`config.mk`:
```
export PLATFORM = sky130hd
export DESIGN_NAME = multiplication
export DESIGN_NICKNAME = d
export VERILOG_FILES = /design/src/rtl/multiplication.sv
export SDC_FILE = /design/constraint.sdc
export NUM_CORES = 1
export LEC_CHECK = 0
export ABC_CLOCK_PERIOD_IN_PS = 4600
export BUFFER_PORTS_ARGS = -buffer_cell sky130_fd_sc_hd__buf_2
export CAP_MARGIN = 20
export CORE_MARGIN = 2
export CORE_UTILIZATION = 50
export CTS_CLUSTER_DIAMETER = 80
export CTS_CLUSTER_SIZE = 14
export DETAILED_ROUTE_END_ITERATION = 8
export PLACE_DENSITY = 0.74
export SYNTH_ARGS = -nofsm -noshare
export SYNTH_HDL_FRONTEND = slang
export SYNTH_SLANG_ARGS = --single-unit
```
`constraint.sdc`:
```
create_clock -name clk -period 4.6 [get_ports clk]
set_input_delay 0.46 -clock clk [delete_from_list [all_inputs] [get_ports clk]]
set_output_delay 0.46 -clock clk [all_outputs]
set_load 0.03 [all_outputs]
```
`src/rtl/multiplication.sv`:
```
// Sequential shift-and-add unsigned multiplier: n iterations per operation,
// low n product bits reported on result with overflow flagging the lost high half.
module multiplication #(
    parameter int n = 6
) (
    input  logic         clk,
    input  logic         rst_n,
    input  logic         start,
    input  logic [n-1:0] b1,
    input  logic [n-1:0] b2,
    output logic         busy,
    output logic         done,
    output logic [n-1:0] result,
    output logic         overflow
);

    localparam int CW = $clog2(n + 1);
    localparam logic [CW-1:0] LAST_CNT = CW'(n - 1);

    typedef enum logic [1:0] {
        S_IDLE = 2'd0,
        S_BUSY = 2'd1,
        S_DONE = 2'd2
    } state_t;

    state_t          state_q, state_d;
    logic [2*n-1:0]  mcand_q, mcand_d;
    logic [n-1:0]    mplier_q, mplier_d;
    logic [2*n-1:0]  acc_q, acc_d;
    logic [CW-1:0]   cnt_q, cnt_d;
    logic            busy_q, busy_d;
    logic            done_q, done_d;
    logic [n-1:0]    result_q, result_d;
    logic            overflow_q, overflow_d;

    // Next-state, datapath and output computation.
    always_comb begin
        state_d    = state_q;
        mcand_d    = mcand_q;
        mplier_d   = mplier_q;
        acc_d      = acc_q;
        cnt_d      = cnt_q;
        // Outputs are registered views of the state just left, so the
        // visible busy window is n cycles and done lands n+1 edges after start.
        busy_d     = (state_q == S_BUSY);
        done_d     = (state_q == S_DONE);
        result_d   = result_q;
        overflow_d = overflow_q;

        case (state_q)
            S_IDLE: begin
                if (start) begin
                    mcand_d  = {{n{1'b0}}, b1};
                    mplier_d = b2;
                    acc_d    = {(2*n){1'b0}};
                    cnt_d    = {CW{1'b0}};
                    state_d  = S_BUSY;
                end else begin
                    state_d  = S_IDLE;
                end
            end
            S_BUSY: begin
                if (mplier_q[0]) begin
                    acc_d = acc_q + mcand_q;
                end else begin
                    acc_d = acc_q;
                end
                mcand_d  = mcand_q << 1;
                mplier_d = mplier_q >> 1;
                if (cnt_q == LAST_CNT) begin
                    cnt_d   = {CW{1'b0}};
                    state_d = S_DONE;
                end else begin
                    cnt_d   = cnt_q + CW'(1);
                    state_d = S_BUSY;
                end
            end
            S_DONE: begin
                result_d   = acc_q[n-1:0];
                overflow_d = |acc_q[2*n-1:n];
                if (start) begin
                    mcand_d  = {{n{1'b0}}, b1};
                    mplier_d = b2;
                    acc_d    = {(2*n){1'b0}};
                    cnt_d    = {CW{1'b0}};
                    state_d  = S_BUSY;
                end else begin
                    state_d  = S_IDLE;
                end
            end
            default: begin
                state_d = S_IDLE;
            end
        endcase
    end

    // State, datapath and output registers.
    always_ff @(posedge clk or negedge rst_n) begin
        if (!rst_n) begin
            state_q    <= S_IDLE;
            mcand_q    <= {(2*n){1'b0}};
            mplier_q   <= {n{1'b0}};
            acc_q      <= {(2*n){1'b0}};
            cnt_q      <= {CW{1'b0}};
            busy_q     <= 1'b0;
            done_q     <= 1'b0;
            result_q   <= {n{1'b0}};
            overflow_q <= 1'b0;
        end else begin
            state_q    <= state_d;
            mcand_q    <= mcand_d;
            mplier_q   <= mplier_d;
            acc_q      <= acc_d;
            cnt_q      <= cnt_d;
            busy_q     <= busy_d;
            done_q     <= done_d;
            result_q   <= result_d;
            overflow_q <= overflow_d;
        end
    end

    assign busy     = busy_q;
    assign done     = done_q;
    assign result   = result_q;
    assign overflow = overflow_q;

endmodule

```
==> impl_metrics.ini, run 1 <==
[run_status]
status = finished clean

[critical_path]
crit_type = flop to flop
cp_cell_sequence = ha_1 -> fa_1 -> a21oi_1 -> o21ai_1 -> o311a_1 -> nor2_1 -> xor2_1 -> o21ai_1
crit_path_end_kind = flop
crit_family = compound AO/OA/AOI/OAI gates
cp_max_fo = 3
cp_slowest_stage_delay_ns = 0.42
worst_path_max_delay_cell = fa_1
start_kind = flop
cp_data_required_time_ns = 4.75
cp.buffers_inverters = 0
critPathArrivalTime_ns = 2.39
crit_top_cell = o21ai_1

[placed_design]
numPlacedInstances = 269
hpwlAfterDp_um = 2900
gp_congestion = 0.927
portBuffers = 23
preCtsSetupSlack_ns = 2.40

[sta]
fin_hold_ws_ns = 0.312
tns_ns = 0
fmax_mhz = 448
min_period_over_period_pct = 48.6
finClkSkew_ns = 0.00365
hold_violations = 0
layout_min_cycle_time_ns = 2.23
timing.final.ws_setup_ns = 2.37
rsz0062_at_grt = no
max-slew-margin-rel_pct = 36.7
finalSetupViolCount = 0
worstMarginPinSlew_ns = 0.949
final_max_slew_viol_count = 0

[clock_tree]
cts_tree = done
htree_levels = 2
insertion_delay_ns = 0.29
clock-sinks = 44
post_cts_resized = 0
numCtsBuffers = 5
clock_tree.root_cell = clkbuf_8
cts_buffer_depth = 2
clkTransAtPathRegs_ns = 0.08
ctsHoldBuffers = 0
cts_setup_buffers = 0

[yosys]
ys_top_cells_by_area = dfrtp_1 50%, ha_1 6.2%, mux2i_1 4.5%
netlist_area_um2 = 2210
ys_ff_latch = 44
ys_seq_area_share_pct = 49.8
yosysWarnings = 0
synth_flop_cell = dfrtp_1
ys_async_sr_fraction_pct = 100
yosysUniqueCellTypes = 40
syn_nets = 229
syn_avg_cell_area_um2 = 10.9
synthCells = 202
synth_edf_count = 0
yosysTopAreaCell = dfrtp_1
synth.top_cell.area_share_pct = 49.8

[power]
p_sw_uw = 726
power.total_mw = 1.72
ir_worst_vdd_uv = 336
internal-power_uw = 995
leakagePower_nw = 1.18
switching_share_pct = 42.2
powerDensity_nw_per_um2 = 710
clkPwrFrac_pct = 14.5
seq_power_share_pct = 39.4
comb_power_share_pct = 46.2

[cells_and_area]
n_antenna_cell = 0
final_cell_mix = 44 x dfrtp_1, 23 x buf_2, 18 x nand2_1
layout-drive-gt1-share_pct = 19.6
final_nets = 251
stdcell_count = 277
syn2layout_area_growth_pct = 9.62
layout_commonest_cell = dfrtp_1

[global_routing]
antenna_found_initial = 0
grt_pass1_wl_um = 7160
grt_max_degree = 45
grt-ovfl-total = 0
grt_usage_pct = 18.3
grt_pass1_vias = 1509

[detailed_routing]
route.detailed.drc = 0
drt_first_pass_iters = 4
antenna_left = 0
drtIter0Drc = 50
viasPerCell = 5.56
vias = 1539
routed_wl_um = 4040
routedWlPerCell_um = 14.6

[flow_run]
maxCapViolCount = 0

[die]
start_util_pct = 51.5
io_pins = 24
core_um2 = 4290
rows = 24
fp.dieW_um = 70.5
dieArea_um2 = 4970
die_height_um = 70.5

[worst_hold_path]
min_path_type = input pin to async pin
-- power by group through the flow --
stage / logic [mW] / clock network (mW) / registers [mW]
finish: 0.795 / 0.249 / 0.677
global route: 0.890 / 0.270 / 0.706
floorplan: 0.618 / 0 / 0.703
detailed placement: 0.796 / 0 / 0.687
global placement: 0.779 / 0 / 0.683
CTS: 0.797 / 0.254 / 0.679
-- layout make-up --
class / instances / area [µm²]
sequential: 44 / 1100
multi-input combinational: 146 / 1030
clock buffer: 8 / 90.1
inverter: 3 / 11.3
tap: 52 / 65.1
timing repair buffer: 24 / 123
fill: 370 / 1870
-- path summary, 6_finish.rpt --
check,from,end,slack [ns],depth (start not counted)
setup / recovery,mcand_q[0]$_DFFE_PN0P_,acc_q[8]$_DFFE_PN0P_,2.37,8
min in group clk,b1[0],mcand_q[0]$_DFFE_PN0P_,0.39,2
max in group asynchronous,rst_n,mcand_q[1]$_DFFE_PN0P_,3.71,1
hold / removal,rst_n,acc_q[6]$_DFFE_PN0P_,0.31,1
setup reg to reg,mcand_q[0]$_DFFE_PN0P_,acc_q[8]$_DFFE_PN0P_,2.37,8
hold reg to reg,mplier_q[4]$_DFFE_PN0P_,mplier_q[4]$_DFFE_PN0P_,0.49,2
-- kinds of logic (layout without fill, tap and decap cells) --
family          after synthesis  count (layout)  synth area share, %
compound gates               59              59                 17.7
xor+xnor                     10              10                 3.96
fa+ha+maj                    12              12                 7.13
buf+inv                      12              35                 3.45
flops                        44              44                 49.8
mux                          16              16                 7.58
simple gates                 49              49                 10.4
-- metrics by stage --
stage | util (%) | cell area [µm²]
6_report | 56.4 | 2420
5_1_grt | 56.4 | 2420
4_1_cts | 56.4 | 2420
3_5_place_dp | 54.3 | 2330
3_3_place_gp | 54.3 | 2330
2_1_floorplan | - | 2210
-- sequential cells by signal (all words and copies together), names as in the netlist --
name / flops
overflow: 1
acc_q: 12
done: 1
cnt_q: 3
busy: 1
result: 6
mplier_q: 6
mcand_q: 12
state_q: 2
-- cell usage after synthesis, types with 2 or more instances --
library cell,instances
a21o_1,2
a21oi_1,10
a22o_1,9
a31oi_1,2
and2_1,2
and3_1,2
buf_2,3
clkbuf_1,3
clkbuf_8,2
dfrtp_1,44
ha_1,11
inv_1,2
mux2_2,6
mux2i_1,10
nand2_1,18
nand2b_1,2
nand3_1,13
nor2_1,6
nor2b_1,3
o21ai_0,14
o21ai_1,10
o21ai_2,2
xnor2_1,4
xor2_1,6
-- layer usage --
metal | part of all wire [%] | vias to the layer above | global-route usage (%)
li1 | - | 769 | -
met1 | 50 | 733 | 25.7
met2 | 44 | 29 | 27.5
met3 | 4.2 | 8 | 4.62
met4 | 1.8 | 0 | 6.84
met5 | 0 | - | 0
No activity file was read; power rests on OpenSTA's default activity.
==> inputs of run 2 (changes only) <==
Settings changed: ABC_CLOCK_PERIOD_IN_PS 4600 to 2100.
Clock period 4.6 ns to 2.1 ns, I/O delays scaled along.
==> run 2 against run 1 <==
Against the previous run: fmax increased by 12%; highest routed layer unchanged; clock skew grew 0.0045 ns; largest power group unchanged; combinational power up 130%; cell area up 4.1%; global-route usage rose by 0.57 points.
==> impl_metrics.ini, run 2 (synthesized netlist as in run 1, its figures left out) <==
[cells_and_area]
final_nets = 259
top_regs = acc_q (12), mcand_q (12)
n_antenna_cell = 0
stdcell_count = 285
layout_commonest_cell = dfrtp_1
fin_area_um2 = 2520
final_cell_mix = 44 x dfrtp_1, 23 x buf_2, 18 x nand2_1
layout-drive-gt1-share_pct = 24.5
syn2layout_area_growth_pct = 14.1

[critical_path]
rr_worst_depth = 8
crit_start = acc_q[0]$_DFFE_PN0P_
cp_max_fo = 3
start_kind = flop
crit_path_end_kind = flop
r2r-end = acc_q[10]$_DFFE_PN0P_
reg2reg_from = acc_q[0]$_DFFE_PN0P_
crit_end = acc_q[10]$_DFFE_PN0P_
critPathArrivalTime_ns = 2.15
crit_type = flop to flop
cp_data_required_time_ns = 2.26
r2r_slack_ns = 0.11

[die]
start_util_pct = 51.5
core_um2 = 4290
io_pins = 24
rows = 24
fp.dieW_um = 70.5
dieArea_um2 = 4970
die_height_um = 70.5

[clock_tree]
clock_tree.root_cell = clkbuf_8
insertion_delay_ns = 0.30
clkTransAtPathRegs_ns = 0.09
htree_levels = 2
cts_buffer_depth = 2
clock-sinks = 44
numCtsBuffers = 5
cts_tree = done

[power]
powerDensity_nw_per_um2 = 1570
ir_worst_vdd_uv = 745
leakagePower_nw = 1.22

[detailed_routing]
drtIter0Drc = 50
viasPerCell = 5.67
antenna_left = 0
routed_wl_um = 4210
drt_first_pass_iters = 4
routedWlPerCell_um = 14.8
vias = 1617
route.detailed.drc = 0

[sta]
min_period_over_period_pct = 94.7
hold_violations = 0
worstMarginPinSlew_ns = 0.714
fmax_mhz = 503
max-slew-margin-rel_pct = 52.4
layout_min_cycle_time_ns = 1.99
finalSetupViolCount = 0
finClkSkew_ns = 0.00818
tns_ns = 0
fin_hold_ws_ns = 0.123
final_max_slew_viol_count = 0
timing.final.ws_setup_ns = 0.112

[placed_design]
dpl_cell_area_um2 = 2380
hpwlAfterDp_um = 3060
preCtsSetupSlack_ns = 0.0115
gp_congestion = 0.911
portBuffers = 23
numPlacedInstances = 275

[global_routing]
grt_usage_pct = 18.9
grt-ovfl-total = 0
antenna_found_initial = 0
grt_max_degree = 34
grt_pass1_wl_um = 7310
grt_pass1_vias = 1564

[flow_run]
maxCapViolCount = 0

[worst_hold_path]
hold_depth = 2
min_path_type = input pin to flop

[run_status]
status = finished clean
==> run 2: changes by cell type in the layout (fill, tap and decap cells not counted), sizes merged <==
cell         change
buf              +7
bufinv           +1
inv              +1
clkbuf           -3
dlygate4sd3      +1
clkinvlp         +1
==> run 2: layer usage <==
| layer | vias to the layer above | wire length (µm) | GRT usage (%) |
|---|---|---|---|
| met5 | - | 0 | 0 |
| met1 | 782 | 1970 | 24.6 |
| li1 | 799 | - | - |
| met4 | 0 | 54 | 6.41 |
| met3 | 7 | 159 | 4.47 |
| met2 | 29 | 2020 | 30.9 |
==> run 2: final cells by class <==
type                            instances  area (µm²)
Inverter                                3        11.3
Clock buffer                            5        68.8
Clock inverter                          3        46.3
Fill cell                             367        1770
Timing Repair Buffer                   32         185
Multi-Input combinational cell        146        1040
Sequential cell                        44        1100
Tap cell                               52        65.1
==> run 2: critical path: stages, from the launching register on <==
cell,delay (ns)
dfrtp_1,0.41
ha_2,0.20
fa_2,0.35
a21oi_2,0.16
o21ai_1,0.09
a21o_1,0.20
a31oi_1,0.20
xor2_1,0.16
o21ai_1,0.07
==> run 2: metrics by stage <==
stage,util [%],total power [mW]
after floorplan,-,2.89
after global placement,55.4,3.23
after detailed placement,55.4,3.29
after CTS,58.4,3.96
after global routing,58.7,4.28
final,58.7,3.96
==> run 2: report_power, final <==
group          leakage, nW  internal, mW  switching (mW)  total, mW
Sequential           0.558          1.19           0.261       1.45
Clock               0.0548         0.358           0.305      0.664
Combinational        0.609         0.763            1.09       1.85
==> run 2: what timing repair did <==
action,in CTS,in global routing
hold buffers,1,0
endpoints found under the setup margin,1,2
hold endpoints to repair,32,0
pin swaps,0,3
gates resized for setup,1,3
buffers inserted,0,1
==> run 2: how the worst min path moves through the flow <==
| stage | from | endpoint | slack, ns |
|---|---|---|---|
| 4_1_cts | b2[5] | mplier_q[5]$_DFFE_PN0P_ | 0.12 |
| 3_5_place_dp | rst_n | acc_q[7]$_DFFE_PN0P_ | 0.30 |
| 5_1_grt | b1[0] | mcand_q[0]$_DFFE_PN0P_ | 0.13 |
| 2_1_floorplan | rst_n | acc_q[0]$_DFFE_PN0P_ | -0.09 |
| 6_report | b2[5] | mplier_q[5]$_DFFE_PN0P_ | 0.12 |
| 3_3_place_gp | rst_n | overflow$_DFFE_PN0P_ | 0.30 |
